File: src/rtl/lift_pkg.sv
// Shared definitions for the lifting-scheme address sequencer:
// FSM state encoding, memory bank encoding and parameter defaults.
package lift_pkg;

    localparam int ADDR_W_DEFAULT = 12;
    localparam int LAT_DEFAULT    = 2;

    typedef logic [2:0] state_t;

    localparam state_t ST_IDLE  = 3'd0;
    localparam state_t ST_RUN   = 3'd1;
    localparam state_t ST_DRAIN = 3'd2;
    localparam state_t ST_SWAP  = 3'd3;
    localparam state_t ST_DONE  = 3'd4;

    localparam logic BANK_M1 = 1'b0;
    localparam logic BANK_M2 = 1'b1;

    // A transform needs an even level-0 length of at least one pair and a level count in range.
    function automatic logic params_ok(input int l0, input int lv, input int max_lv);
        return ((l0 % 2) == 0) && (l0 >= 2) && (lv >= 1) && (lv <= max_lv);
    endfunction

endpackage

File: src/rtl/lift_delay_line.sv
// Fixed-latency shift register that carries {valid, n, Lk/2} from the read
// strobe to the matching write/detail strobe, 1+LAT cycles later.
module lift_delay_line
    import lift_pkg::*;
#(
    parameter int ADDR_W = ADDR_W_DEFAULT,
    parameter int LAT    = LAT_DEFAULT
) (
    input  logic              clk,
    input  logic              rst_n,
    input  logic              en,
    input  logic              clear,
    input  logic              in_valid,
    input  logic [ADDR_W-1:0] in_n,
    input  logic [ADDR_W-1:0] in_half,
    output logic              out_valid,
    output logic [ADDR_W-1:0] out_n,
    output logic [ADDR_W-1:0] out_half
);

    localparam int DEPTH = 1 + LAT;

    logic [DEPTH-1:0]  valid_q;
    logic [ADDR_W-1:0] n_q    [DEPTH];
    logic [ADDR_W-1:0] half_q [DEPTH];

    always_ff @(posedge clk or negedge rst_n) begin
        if (!rst_n) begin
            valid_q <= '0;
            for (int i = 0; i < DEPTH; i++) begin
                n_q[i]    <= '0;
                half_q[i] <= '0;
            end
        end else if (clear) begin
            valid_q <= '0;
            for (int i = 0; i < DEPTH; i++) begin
                n_q[i]    <= '0;
                half_q[i] <= '0;
            end
        end else if (en) begin
            valid_q[0] <= in_valid;
            n_q[0]     <= in_n;
            half_q[0]  <= in_half;
            for (int i = 1; i < DEPTH; i++) begin
                valid_q[i] <= valid_q[i-1];
                n_q[i]     <= n_q[i-1];
                half_q[i]  <= half_q[i-1];
            end
        end
    end

    assign out_valid = valid_q[DEPTH-1];
    assign out_n     = n_q[DEPTH-1];
    assign out_half  = half_q[DEPTH-1];

endmodule

File: src/rtl/lifting_sequencer.sv
// Address/strobe sequencer for a multi-level lifting DWT ping-ponging between two banks.
// Optional feature: define LIFT_SEQ_STALL_EN to add a stall input that freezes the block.
module lifting_sequencer
    import lift_pkg::*;
#(
    parameter int ADDR_W     = ADDR_W_DEFAULT,
    parameter int LAT        = LAT_DEFAULT,
    parameter int MAX_LEVELS = 4
) (
    input  logic              clk,
    input  logic              rst_n,
`ifdef LIFT_SEQ_STALL_EN
    input  logic              stall,
`endif
    input  logic              start,
    input  logic [ADDR_W-1:0] n_samples,
    input  logic [2:0]        levels,
    output logic              rd_en,
    output logic [ADDR_W-1:0] rd_addr_a,
    output logic [ADDR_W-1:0] rd_addr_b,
    output logic              bank_sel,
    output logic              wr_en,
    output logic [ADDR_W-1:0] wr_addr,
    output logic              dn_valid,
    output logic [ADDR_W-1:0] dn_addr,
    output logic [2:0]        level,
    output logic              busy,
    output logic              done,
    output logic              err,
    output logic [2:0]        fsm_state
);

    // Strobes are single-cycle qualifiers: address buses are meaningful only
    // while their strobe is high and read as zero otherwise; there is no back-pressure.
    logic active;
`ifdef LIFT_SEQ_STALL_EN
    assign active = ~stall;
`else
    assign active = 1'b1;
`endif

    state_t            state_q, state_d;
    logic [ADDR_W-1:0] len_q, n_q, half, next_len;
    logic [2:0]        levels_q, level_q, next_level;
    logic              bank_q, err_q;
    logic              start_ok, finish_after_swap, dl_clear;
    logic              dl_valid;
    logic [ADDR_W-1:0] dl_n, dl_half;

    assign half       = len_q >> 1;
    assign next_len   = half;
    assign next_level = level_q + 3'd1;
    assign start_ok   = start && params_ok(int'(n_samples), int'(levels), MAX_LEVELS);

    // The next level is only possible on an even length of at least one pair.
    assign finish_after_swap = (next_level == levels_q) || next_len[0] ||
                               (next_len < ADDR_W'(2));

    always_comb begin
        state_d = state_q;
        case (state_q)
            ST_IDLE:  if (start_ok) state_d = ST_RUN;
            ST_RUN:   if (n_q == half - ADDR_W'(1)) state_d = ST_DRAIN;
            ST_DRAIN: if (dl_valid && (dl_n == half - ADDR_W'(1))) state_d = ST_SWAP;
            ST_SWAP:  state_d = finish_after_swap ? ST_DONE : ST_RUN;
            ST_DONE:  state_d = ST_IDLE;
            default:  state_d = ST_IDLE;
        endcase
    end

    always_ff @(posedge clk or negedge rst_n) begin
        if (!rst_n) begin
            state_q  <= ST_IDLE;
            len_q    <= '0;
            n_q      <= '0;
            levels_q <= '0;
            level_q  <= '0;
            bank_q   <= BANK_M1;
            err_q    <= 1'b0;
        end else begin
            err_q <= 1'b0;
            if (active) begin
                state_q <= state_d;
                case (state_q)
                    ST_IDLE: begin
                        if (start_ok) begin
                            len_q    <= n_samples;
                            levels_q <= levels;
                            level_q  <= '0;
                            bank_q   <= BANK_M1;
                            n_q      <= '0;
                        end else if (start) begin
                            err_q <= 1'b1;
                        end
                    end
                    ST_RUN:  n_q <= (state_d == ST_DRAIN) ? '0 : n_q + ADDR_W'(1);
                    ST_SWAP: begin
                        bank_q  <= (bank_q == BANK_M1) ? BANK_M2 : BANK_M1;
                        len_q   <= next_len;
                        level_q <= next_level;
                    end
                    default: ;
                endcase
            end
        end
    end

    assign dl_clear = active && (state_q != ST_RUN) && (state_d == ST_RUN);

    lift_delay_line #(
        .ADDR_W (ADDR_W),
        .LAT    (LAT)
    ) u_delay (
        .clk       (clk),
        .rst_n     (rst_n),
        .en        (active),
        .clear     (dl_clear),
        .in_valid  (rd_en),
        .in_n      (n_q),
        .in_half   (half),
        .out_valid (dl_valid),
        .out_n     (dl_n),
        .out_half  (dl_half)
    );

    assign rd_en     = active && (state_q == ST_RUN);
    assign rd_addr_a = rd_en ? {n_q[ADDR_W-2:0], 1'b0} : '0;
    assign rd_addr_b = rd_en ? {n_q[ADDR_W-2:0], 1'b1} : '0;
    assign wr_en     = active && dl_valid;
    assign wr_addr   = wr_en ? dl_n : '0;
    assign dn_valid  = wr_en;
    assign dn_addr   = wr_en ? (dl_half + dl_n) : '0;
    assign bank_sel  = bank_q;
    assign level     = level_q;
    assign busy      = (state_q != ST_IDLE);
    assign done      = active && (state_q == ST_DONE);
    assign err       = err_q;
    assign fsm_state = state_q;

endmodule
File: config.mk
export PLATFORM = sky130hd
export DESIGN_NAME = lifting_sequencer
export DESIGN_NICKNAME = d
export VERILOG_FILES = /design/src/rtl/lift_pkg.sv /design/src/rtl/lift_delay_line.sv /design/src/rtl/lifting_sequencer.sv
export SDC_FILE = /design/constraint.sdc
export NUM_CORES = 1
export LEC_CHECK = 0
export CORE_MARGIN = 4
export CORE_UTILIZATION = 31
export CTS_BUF_LIST = sky130_fd_sc_hd__clkbuf_4
export DETAILED_ROUTE_END_ITERATION = 8
export DONT_BUFFER_PORTS = 1
export GPL_ROUTABILITY_DRIVEN = 0
export GPL_TIMING_DRIVEN = 1
export SYNTH_ARGS = -nofsm -noshare
export SYNTH_HDL_FRONTEND = slang
export SYNTH_HIERARCHICAL = 1
export SYNTH_SLANG_ARGS = --single-unit
File: constraint.sdc
create_clock -name clk -period 2.76 [get_ports clk]
set_input_delay 0.414 -clock clk [delete_from_list [all_inputs] [get_ports clk]]
set_output_delay 0.414 -clock clk [all_outputs]
set_load 0.03 [all_outputs]
Word level (Yosys, flattened, before mapping)
Index checks and enable logic that the tools add are counted.
W data, S select, Z words.

storage, ports and cells
  register bits = 109
  input bits = 18
  word-level logic and storage cells = 74
  output and inout port bits = 61

cells by class
  order comparisons = 4
  reductions and logical operators = 16
  equality and inequality tests = 11
  muxes and demuxes = 25
  $add $sub $neg = 4

operators by type and width
  operator                 number
  $mux W12                 7
  $pmux W12 S2             2
  $mux W36                 1
  $mux W35                 1
  $logic_not A32 Y1        1
  $eq A12 B12 Y1           2
  $mux W3                  6
  $add A12 B1 Y12 const B  1
  $add A12 B12 Y12         1
  $ge A12 B2 Y1 const B    1
  $pmux W3 S4              1
  $sub A11 B1 Y12 const B  1
  $lt A11 B2 Y1 const B    1
  $eq A3 B2 Y1 const B     3
  $eq A3 B1 Y1 const B     2
  $logic_and A1 B1 Y1      6
  $pmux W3 S2              1
  $reduce_and A2 Y1        3
  $mux W1                  5
  $reduce_bool A2 Y1       2
  $add A3 B1 Y3 const B    1
  $eq A3 B3 Y1             1
  $eq A3 B3 Y1 const B     1
  $ge A3 B1 Y1 const B     1
  other kinds (7)          8

Depth between registers and ports, before layout
Gate-level depths: netlist (run 1).

  depth after elaboration = 10
  gate-level depth with buffers = 11
  mapped depth without buffers = 9

Modules after synthesis
Netlist (run 1), hierarchy kept.

modules (own cells, without submodules)
  module             area each (µm²)  times used  cells each
  lift_delay_line    3268.1           1           266
  lifting_sequencer  3219.3           1           394

Least setup slack after synthesis (run 1)
Ideal clock, no wire load.

  path kind = register to register
  start point = register len_q[1]
  end point = register state_q[1], in the netlist fsm_state[1]
  library setup time = 82 ps
  cell stages (with the launch flop) = 12
  setup slack = 1 ps
  arrival = 2678 ps
  path buffers = 2
  cell sequence = dfrtp_1 > buf_6 > inv_1 > ha_1 > nor2b_1 > nand2_1 > a2111oi_0 > nand4b_1 > or4_1 > buf_2 > or3b_1 > a21oi_1

on the way
  cells in the longest elaborated chain, start to end = 5
  elaborated cells on any way between the ends = 7

ends and longest elaborated chain
  element                 RTL line                                          source
  start, declared         lifting_sequencer.sv:43                           logic [ADDR_W-1:0] len_q, n_q, half, next_len;
  start signal, assigned  lifting_sequencer.sv:87                           len_q <= n_samples;
  start signal, assigned  lifting_sequencer.sv:99                           len_q <= next_len;
  $sub A11 B1 Y12 *       lifting_sequencer.sv:63, lifting_sequencer.sv:64
  $eq A12 B12 Y1          lifting_sequencer.sv:64                           ST_DRAIN: if (dl_valid && (dl_n == half - ADDR_W'(1))) state_d = ST_SWAP;
  $logic_and A1 B1 Y1     lifting_sequencer.sv:64
  $mux W3                 lifting_sequencer.sv:64
  $pmux W3 S4 *           lifting_sequencer.sv:61                           case (state_q)
  named net state_d[1]    lifting_sequencer.sv:42                           state_t state_q, state_d;
  end signal, assigned    lifting_sequencer.sv:83                           state_q <= state_d;
  end, declared           lifting_sequencer.sv:42

The timed path passes the listed nets; every way through them passes the cells marked *.
A chain may end at the register's enable or synchronous reset.

Worst setup path after layout (run 1)
  start point = register u_delay.half_q (netlist bit u_delay/out_half[0])
  end point = output dn_addr[10]

on the way
  cells in the longest elaborated chain, start to end = 2

ends and longest elaborated chain
  element                          RTL line                  source
  start, declared                  lift_delay_line.sv:25     logic [ADDR_W-1:0] half_q [DEPTH];
  start signal, assigned by index  lift_delay_line.sv:47     half_q[i] <= half_q[i-1];
  $add A12 B12 Y12                 lifting_sequencer.sv:132  assign dn_addr = wr_en ? (dl_half + dl_n) : '0;
  $mux W12                         lifting_sequencer.sv:132
  end, declared                    lifting_sequencer.sv:25   output logic [ADDR_W-1:0] dn_addr,

No other way between the ends.

==> metrics.md, run 1 <==
| Metric | Value |
|---|---|
| Final setup fails | 6 |
| Clk slew on worst S/H paths | 0.17 ns |
| # hold bufs at CTS | 1 |
| Internal | 1.99 mW |
| First-pass GRT wire length | 25.1 mm |
| Final Hold Fails | 109 |
| Post-synth EDFFs | 0 |
| Max Cap Violations | 0 |
| Net Sw Frac | 28.8% |
| Filler cells | 2090 |
| FF-to-FF setup slack | 0.11 ns |
| Non-Filler Instances | 945 |
| Crit path arrival time | 2.55 ns |
| Initial antenna violation count | 1 |
| Worst IR drop on VDD | 0.000227 V |
| Largest net degree at the start of global routing | 110 |
| Height of the die | 153 um |
| Synth top area cells | dfrtp_1 (42%), mux2i_1 (14%), nor2_1 (6.0%), buf_4 (4.7%), xnor2_1 (3.8%) |
| Post-synth top area share | 42.0% |
| Main combinational cell family by area after synthesis | simple AND/OR/NAND/NOR gates |
| Slew HR | 59.8% |
| H-tree Lvls | 3 |
| Worst reg2reg path startpoint | len_q[1] |
| Detailed Place HPWL | 11.3 mm |
| R2r endpoint | fsm_state[1] |
| Area leader, netlist | dfrtp_1 |
| Max Fclk | 338 MHz |
| Antenna-violating nets left | 0 |
| Site Rows | 52 |
| Worst R2R Path Depth | 8 |
| Status | finished, violations left |
| DP Cell Count | 918 |
| Post-Route WL | 15.3 mm |
| DR iter-0 viols | 282 |
| Vias per cell | 4.85 |
| Number of buffers added on ports | 0 |
| P_sw | 0.803 mW |
| Multiplexer area fraction after synthesis | 14.3% |
| Clock tree buffer depth | 2 |
| RSZ-0062 raised after global routing | true |
| Clock power frac | 26.9% |
| Most frequent cell after synthesis | dfrtp_1 |
| Seq cells post-synth | 109 |
| Cell area after synthesis | 0.00649 mm2 |
| Vias | 4582 |
| Vias in the first global route | 4440 |
| Synth Area in Compound Gates | 7.12% |
| Minimum clock period | 2.96 ns |
| Post-layout util | 34.6% |
| Critical path launch point | u_delay/out_half[0] |
| Syn. warnings | 6 |
| Layout cells sized above 1 | 17.5% |
| Grt total ovfl | 0 |
| Hold WC Path Type | primary input to asynchronous set/reset pin |
| Reg power frac | 58.8% |
| DP Worst Slack | -0.00462 ns |
| Initial Utilization | 31.8% |
| Worst Setup Start Kind | flop |
| Clock Skew | 0.0186 ns |
| CTS sink count | 109 |
| Crit Path Category | flop to output pin |
| All-Layer GR Usage | 13.3% |
| # IOs | 79 |
| Comb pwr share | 14.3% |
| Final period util | 107% |
| Ys flop type | dfrtp_1 |
| DIE AREA | 0.0233 mm2 |
| Failing checks | hold timing, setup timing |
| Req. time, crit path | 2.35 ns |
| Synth Area in Adders | 3.01% |
| Area growth, synth to finish | 9.06% |
| Core footprint | 0.0204 mm2 |
| Synth async-reset ratio | 100% |
| Pwr Density | 395 mW/mm2 |
| Total CTS buffers | 9 |
| Syn Area/Cell | 9.83 um2 |
| Post-Synth Simple-Gate Area | 18.3% |
| Register area share after synthesis | 42.0% |
| CTS tree | done |
| Die X | 153 um |
| Count of pins over their slew limit | 0 |
| Hold slack final | -0.368 ns |
| Critical path fanouts, max | 3 |
| Remaining DRCs | 0 |
| Clk_lat worst skew | 0.46 ns |
| Most frequent cells after synthesis | dfrtp_1 (109), nor2_1 (104), mux2i_1 (89) |
| Synthesized instance count | 660 |
| Final layout net count | 702 |
| Xor and xnor area share after synthesis | 6.08% |
| Final setup margin | -0.201 ns |
| Drt wl/cell | 16.2 um |
| P_leak | 3.17 nW |
| Capturing element type of the critical path | output pin |
| Pre-antenna DRT Iters | 5 |
| Slew @ Worst Pin | 0.605 ns |
| Post-synth cell types | 62 |
| Clk root buf | clkbuf_4 |
-- critical path, stage by stage (launching register included) --
cell and delay [ns]:
dfrtp_1 0.42, ha_2 0.21, fa_2 0.36, a21o_1 0.21
a211oi_2 0.24, o21ai_2 0.08, nand4_1 0.11, and3_1 0.17
o21a_1 0.16, buf_12 0.13
-- power by group through the flow --
stage / combinational, mW / sequential, mW / clock (mW)
2_1_floorplan: 0.318 / 1.66 / 0
3_3_place_gp: 0.355 / 1.67 / 0
3_5_place_dp: 0.358 / 1.67 / 0
4_1_cts: 0.383 / 1.64 / 0.790
5_1_grt: 0.427 / 1.65 / 0.866
6_report: 0.399 / 1.64 / 0.750
-- cell usage in the layout, fill, tap and decap left out, types with 9 or more instances in the layout --
| cell type | count |
|---|---|
| nand3_1 | 11 |
| dfrtp_1 | 109 |
| ha_1 | 13 |
| nand2_1 | 34 |
| and2_1 | 16 |
| o21ai_0 | 21 |
| nand2b_1 | 9 |
| nor2_1 | 103 |
| buf_4 | 68 |
| and3_1 | 13 |
| xnor2_1 | 28 |
| mux2i_1 | 89 |
| xor2_1 | 17 |
| clkbuf_4 | 9 |
| nor3_1 | 12 |
-- worst max path at each step --
| stage | end |
|---|---|
| floorplan | fsm_state[1] |
| global placement | fsm_state[1] |
| detailed placement | fsm_state[1] |
| CTS | dn_addr[11] |
| global route | dn_addr[10] |
| finish | dn_addr[10] |
-- metrics by stage --
| stage | instance area (um2) | TNS (ns) | power [mW] |
|---|---|---|---|
| 2_1_floorplan | 6490 | 0 | 1.98 |
| 3_5_place_dp | 6800 | -0.00462 | 2.03 |
| 3_3_place_gp | 6800 | 0 | 2.03 |
| 5_1_grt | 7080 | -1.71 | 2.94 |
| 4_1_cts | 7030 | -1.01 | 2.82 |
| 6_report | 7080 | -0.734 | 2.79 |
-- cells by family after synthesis --
logic type | after synthesis
simple gates | 241
flops | 109
mux | 92
buf+inv | 85
compound gates | 71
xor+xnor | 45
fa+ha+maj | 15
other cells | 2
-- final cells by class --
| type | count | area, um2 | area share (%) |
|---|---|---|---|
| Clock inverter | 7 | 60.1 | 0.849 |
| Clock buffer | 9 | 67.6 | 0.955 |
| Sequential cell | 109 | 2730 | 38.5 |
| Timing Repair Buffer | 73 | 601 | 8.49 |
| Antenna cell | 1 | 2.50 | 0.0354 |
| Inverter | 9 | 33.8 | 0.477 |
| Multi-Input combinational cell | 467 | 3250 | 45.9 |
| Tap cell | 270 | 338 | 4.77 |
-- flip-flops by register name, indices dropped and copies added, names as in the netlist --
name,count
u_delay/out_half,12
level,3
levels_q,3
bank_sel,1
u_delay/out_n,12
err,1
fsm_state,3
u_delay/n_q,24
n_q,12
u_delay/valid_q,3
u_delay/half_q,24
len_q,11
-- what timing repair did --
item / in CTS / in global routing
hold endpoints to repair: 110 / 109
pin swaps: 8 / 4
endpoints found under the setup margin: 8 / 23
buffers inserted: 6 / 3
resized for setup: 15 / 9
-- per-layer routing --
layer	vias up	share of wire, %	track usage [%]
li1	2237	-	-
met1	2222	51	20.3
met2	114	42	19.3
met3	9	5.4	2.64
met4	0	1.0	2.80
met5	-	0	0
(Power assumes the default switching activity.)
==> run 2, diff against run 1 <==
--- a/config.mk
+++ b/config.mk
@@ -5,7 +5,6 @@
 export SDC_FILE = /design/constraint.sdc
 export NUM_CORES = 1
 export LEC_CHECK = 0
-export CORE_MARGIN = 4
 export CORE_UTILIZATION = 31
 export CTS_BUF_LIST = sky130_fd_sc_hd__clkbuf_4
 export DETAILED_ROUTE_END_ITERATION = 8
==> metrics.md, run 2 (synthesized netlist as in run 1, its figures left out) <==
| Metric | Value |
|---|---|
| DP Cell Count | 914 |
| Clk_lat worst skew | 0.51 ns |
| Hold WC Path Type | primary input to asynchronous set/reset pin |
| Critical path's largest stage delay | 0.43 ns |
| Pre-antenna DRT Iters | 4 |
| Final setup fails | 5 |
| DP Area | 0.00677 mm2 |
| Core footprint | 0.0204 mm2 |
| Minimum clock period | 3.03 ns |
| First-pass GRT wire length | 24.9 mm |
| Critical-path top delay cell | dfrtp_1 |
| Crit Path Category | flop to output pin |
| Final setup margin | -0.266 ns |
| Worst path bufs/invs | 2 |
| Critical path fanouts, max | 2 |
| Die X | 147 um |
| Failing checks | hold timing, setup timing |
| Crit-path leading delay family | compound AO/OA/AOI/OAI gates |
| CTS tree | done |
| Worst Setup Start Kind | flop |
| Final Hold Fails | 109 |
| DR iter-0 viols | 271 |
| H-tree Lvls | 3 |
| Status | finished, violations left |
| Vias per cell | 4.84 |
| Final period util | 110% |
| Detailed Place HPWL | 11.1 mm |
| CP cell instances | buf_6 > ha_4 > a211o_1 > a21oi_2 > o21ai_2 > a211oi_2 > a21oi_2 > xnor2_1 > and2_4 > buf_12 |
| Slew @ Worst Pin | 0.612 ns |
| Post-Route WL | 15.5 mm |
| Slew HR | 59.4% |
| Grt total ovfl | 0 |
| Initial Utilization | 31.9% |
| Cell area after layout | 0.00716 mm2 |
| Vias in the first global route | 4389 |
| RSZ-0062 raised after global routing | true |
| Height of the die | 147 um |
| Antenna-violating nets left | 0 |
| Number of buffers added on ports | 0 |
| Clock tree buffer depth | 2 |
| CTS sink count | 109 |
| Regs by FF count | u_delay/half_q: 24 flops, u_delay/n_q: 24 flops |
| Count of pins over their slew limit | 0 |
| Pwr Density | 399 mW/mm2 |
| # IOs | 79 |
| Vias | 4576 |
| Remaining DRCs | 0 |
| Crit path arrival time | 2.61 ns |
| Total CTS buffers | 9 |
| Area growth, synth to finish | 10.3% |
| Drt wl/cell | 16.4 um |
| Largest net degree at the start of global routing | 110 |
| Critical path launch point | u_delay/out_n[1] |
| Leading cell type in the layout, fill and taps excluded | dfrtp_1 |
| Req. time, crit path | 2.35 ns |
| Site Rows | 52 |
| Final layout net count | 703 |
| Max Fclk | 330 MHz |
| DIE AREA | 0.0215 mm2 |
| Capturing element type of the critical path | output pin |
| Hold slack final | -0.412 ns |
| Total power draw | 2.85 mW |
| Layout cells sized above 1 | 18.4% |
| Max Cap Violations | 0 |
| P_leak | 3.20 nW |
| Clk root buf | clkbuf_4 |
| Initial antenna violation count | 0 |
| All-Layer GR Usage | 14.9% |
| Worst reg2reg path startpoint | len_q[1] |
| CP most frequent cell | a21oi_2 |
| DP Worst Slack | 0.0157 ns |
| Commonest cells after routing, fill and taps aside | dfrtp_1 (109), nor2_1 (103), mux2i_1 (89) |
| Worst IR drop on VDD | 0.000237 V |
| Clk slew on worst S/H paths | 0.18 ns |
| Clock Skew | 0.0161 ns |
| Non-Filler Instances | 945 |
| N_diodes | 0 |
-- run 2: final timing paths --
| path | endpoint | slack [ns] | cells past startpoint |
|---|---|---|---|
| max | dn_addr[11] | -0.27 | 10 |
| min | u_delay/n_q[18] | -0.41 | 0 |
| max reg2reg | fsm_state[1] | 0.04 | 9 |
| min reg2reg | u_delay/n_q[14] | 0.55 | 2 |
| max in group asynchronous | len_q[7] | 2.98 | 0 |
| min in group clk | len_q[11] | 0.07 | 2 |
-- run 2: through the flow --
stage	util (%)	setup TNS (ns)
final	35.1	-0.967
after global placement	33.3	0
after detailed placement	33.3	0
after floorplan	-	0
after CTS	34.4	-1.04
after global routing	35.1	-2.15
-- run 2: area by class of cell --
cell class	count	area, um2
Tap cell	270	338
Sequential cell	109	2730
Inverter	9	33.8
Fill cell	2083	13200
Clock buffer	9	67.6
Clock inverter	7	63.8
Multi-Input combinational cell	467	3300
Timing Repair Buffer	74	631
-- run 2: power by group --
group / internal (mW) / switching, mW
clock: 0.207 / 0.591
sequential: 1.62 / 0.0198
combinational: 0.174 / 0.237
-- run 2: metal layers --
layer	part of all wire [%]	track usage [%]	vias to the layer above
met1	51	22.2	2191
met2	44	21.5	116
met5	0	0	-
met4	1.1	3.28	0
met3	4.7	3.75	16
li1	-	-	2253
-- run 2: what timing repair did --
item,CTS,global route
hold endpoints to repair,110,112
setup buffers,5,6
pin swaps,10,12
hold buffers,1,3
setup endpoints to repair,8,80
resized for setup,18,19
==> run 3, diff against run 2 <==
--- a/config.mk
+++ b/config.mk
@@ -11,6 +11,7 @@
 export DONT_BUFFER_PORTS = 1
 export GPL_ROUTABILITY_DRIVEN = 0
 export GPL_TIMING_DRIVEN = 1
+export SETUP_SLACK_MARGIN = 0.02
 export SYNTH_ARGS = -nofsm -noshare
 export SYNTH_HDL_FRONTEND = slang
 export SYNTH_HIERARCHICAL = 1
==> metrics.md, run 3 (synthesized netlist as in run 1, its figures left out) <==
| Metric | Value |
|---|---|
| N_diodes | 0 |
| Final Hold Fails | 109 |
| Reg power frac | 56.4% |
| Pwr Density | 410 mW/mm2 |
| Max Fclk | 333 MHz |
| DP Worst Slack | -0.0218 ns |
| Capturing element type of the critical path | output pin |
| Vias per cell | 4.92 |
| Regs by FF count | u_delay/half_q: 24 flops, u_delay/n_q: 24 flops |
| Clock power frac | 29.4% |
| DP Cell Count | 910 |
| Clk root buf | clkbuf_4 |
| CTS sink count | 109 |
| DIE AREA | 0.0215 mm2 |
| R2r endpoint | fsm_state[1] |
| Post-layout util | 34.8% |
| RSZ-0062 raised after global routing | true |
| # hold bufs at CTS | 1 |
| # IOs | 79 |
| Core footprint | 0.0204 mm2 |
| Post-Route WL | 15.5 mm |
| Crit Path Category | flop to output pin |
| Drt wl/cell | 16.5 um |
| Worst reg2reg path startpoint | len_q[1] |
| Count of pins over their slew limit | 0 |
| CP cell instances | ha_2 > fa_2 > a21o_1 > a211oi_2 > o21ai_2 > nand4_1 > and3_1 > o21a_1 > buf_12 |
| Total CTS buffers | 9 |
| Clock Skew | 0.0180 ns |
| Crit path arrival time | 2.58 ns |
| Final setup margin | -0.239 ns |
| Slew HR | 59.4% |
| Critical Path End | dn_addr[10] |
| Final setup fails | 6 |
| Leading cell type in the layout, fill and taps excluded | dfrtp_1 |
| Minimum clock period | 3.00 ns |
| Commonest cells after routing, fill and taps aside | dfrtp_1 (108), nor2_1 (103), mux2i_1 (89) |
| All-Layer GR Usage | 14.7% |
| Final layout net count | 698 |
| Worst IR drop on VDD | 0.000202 V |
| Slew @ Worst Pin | 0.611 ns |
| Layout cells sized above 1 | 17.5% |
| Worst Setup Start Kind | flop |
| Worst R2R Path Depth | 9 |
| Vias | 4629 |
| Setup TNS | -0.941 ns |
| Antenna-violating nets left | 0 |
| Critical path launch point | u_delay/out_half[0] |
| Area growth, synth to finish | 9.26% |
| Net Sw Frac | 28.3% |
| Initial Utilization | 31.9% |
| Failing checks | hold timing, setup timing |
| Hold slack final | -0.399 ns |
| Critical path's largest stage delay | 0.43 ns |
| Critical-path top delay cell | dfrtp_1 |
| Clk_lat worst skew | 0.48 ns |
| Grt total ovfl | 0 |
| Internal | 2.09 mW |
| Status | finished, violations left |
| Req. time, crit path | 2.35 ns |
| First-pass GRT wire length | 25.0 mm |
| Site Rows | 52 |
| Max Cap Violations | 0 |
| Vias in the first global route | 4415 |
| Remaining DRCs | 0 |
| FF-to-FF setup slack | 0.11 ns |
| Cell area after layout | 0.00709 mm2 |
| P_leak | 3.16 nW |
| P_sw | 0.822 mW |
| Die X | 147 um |
| Height of the die | 147 um |
| CTS tree | done |
| Initial antenna violation count | 0 |
| Hold WC Path Type | primary input to asynchronous set/reset pin |
| Clk slew on worst S/H paths | 0.18 ns |
| DR iter-0 viols | 352 |
| Clock tree buffer depth | 2 |
| Pre-antenna DRT Iters | 5 |
| Number of buffers added on ports | 0 |
| Detailed Place HPWL | 11.1 mm |
| Critical path fanouts, max | 3 |
| Filler cells | 2054 |
| DP Area | 0.00675 mm2 |
| Non-Filler Instances | 940 |
| H-tree Lvls | 3 |
| Final period util | 109% |
| Comb pwr share | 14.1% |
| Total power draw | 2.91 mW |
| Largest net degree at the start of global routing | 110 |
run 3: cell types whose count changed in the layout (fill, tap and decap cells not counted), sizes merged:
| cell | previous run | this run |
|---|---|---|
| clkinv | 3 | 4 |
| buf | 70 | 68 |
| clkinvlp | 1 | 0 |
| inv | 12 | 11 |
| dlygate4sd3 | 4 | 1 |
| bufinv | 0 | 1 |
run 3: worst min-delay path by stage:
stage | startpoint | end | slack [ns]
6_report | rst_n | u_delay/n_q[30] | -0.40
5_1_grt | rst_n | n_q[1] | -0.43
4_1_cts | rst_n | n_q[1] | -0.43
3_5_place_dp | rst_n | u_delay/valid_q[0] | 0.13
3_3_place_gp | rst_n | n_q[2] | 0.13
2_1_floorplan | rst_n | bank_sel | 0.12
run 3: routing by layer:
metal | vias up | wire length, um | global-route usage [%]
li1 | 2230 | - | -
met1 | 2255 | 7890 | 22.0
met2 | 128 | 6790 | 21.9
met3 | 16 | 685 | 2.81
met4 | 0 | 152 | 2.92
met5 | - | 0 | 0
run 3: timing repair:
item	4_1_cts	5_1_grt
gates resized for setup	16	11
setup endpoints to repair	10	15
setup buffers	9	4
pin swaps	7	7
hold endpoints to repair	110	109
run 3: layout make-up:
cell class	count	area, um2	share of cell area [%]
clock buffers	9	67.6	0.953
clock inverters	7	80.1	1.13
inverters	9	33.8	0.477
multi-input cells	467	3270	46.1
flip-flops and latches	109	2730	38.5
well taps	270	338	4.77
repair buffers	69	574	8.10
run 3: critical path, delay by kind of cell (launching register included):
family                     cells  cell delay [ns]
AOI/OAI and AO/OA              4             0.70
adders and majority gates      2             0.57
buffers and inverters          1             0.13
DFF                            1             0.43
and+or+nand+nor                2             0.28
run 3: power groups by stage:
| stage | registers [mW] | logic (mW) | clock network [mW] |
|---|---|---|---|
| floorplan | 1.66 | 0.318 | 0 |
| global placement | 1.67 | 0.355 | 0 |
| detailed placement | 1.67 | 0.357 | 0 |
| CTS | 1.64 | 0.388 | 0.888 |
| global route | 1.64 | 0.442 | 0.925 |
| finish | 1.64 | 0.411 | 0.856 |
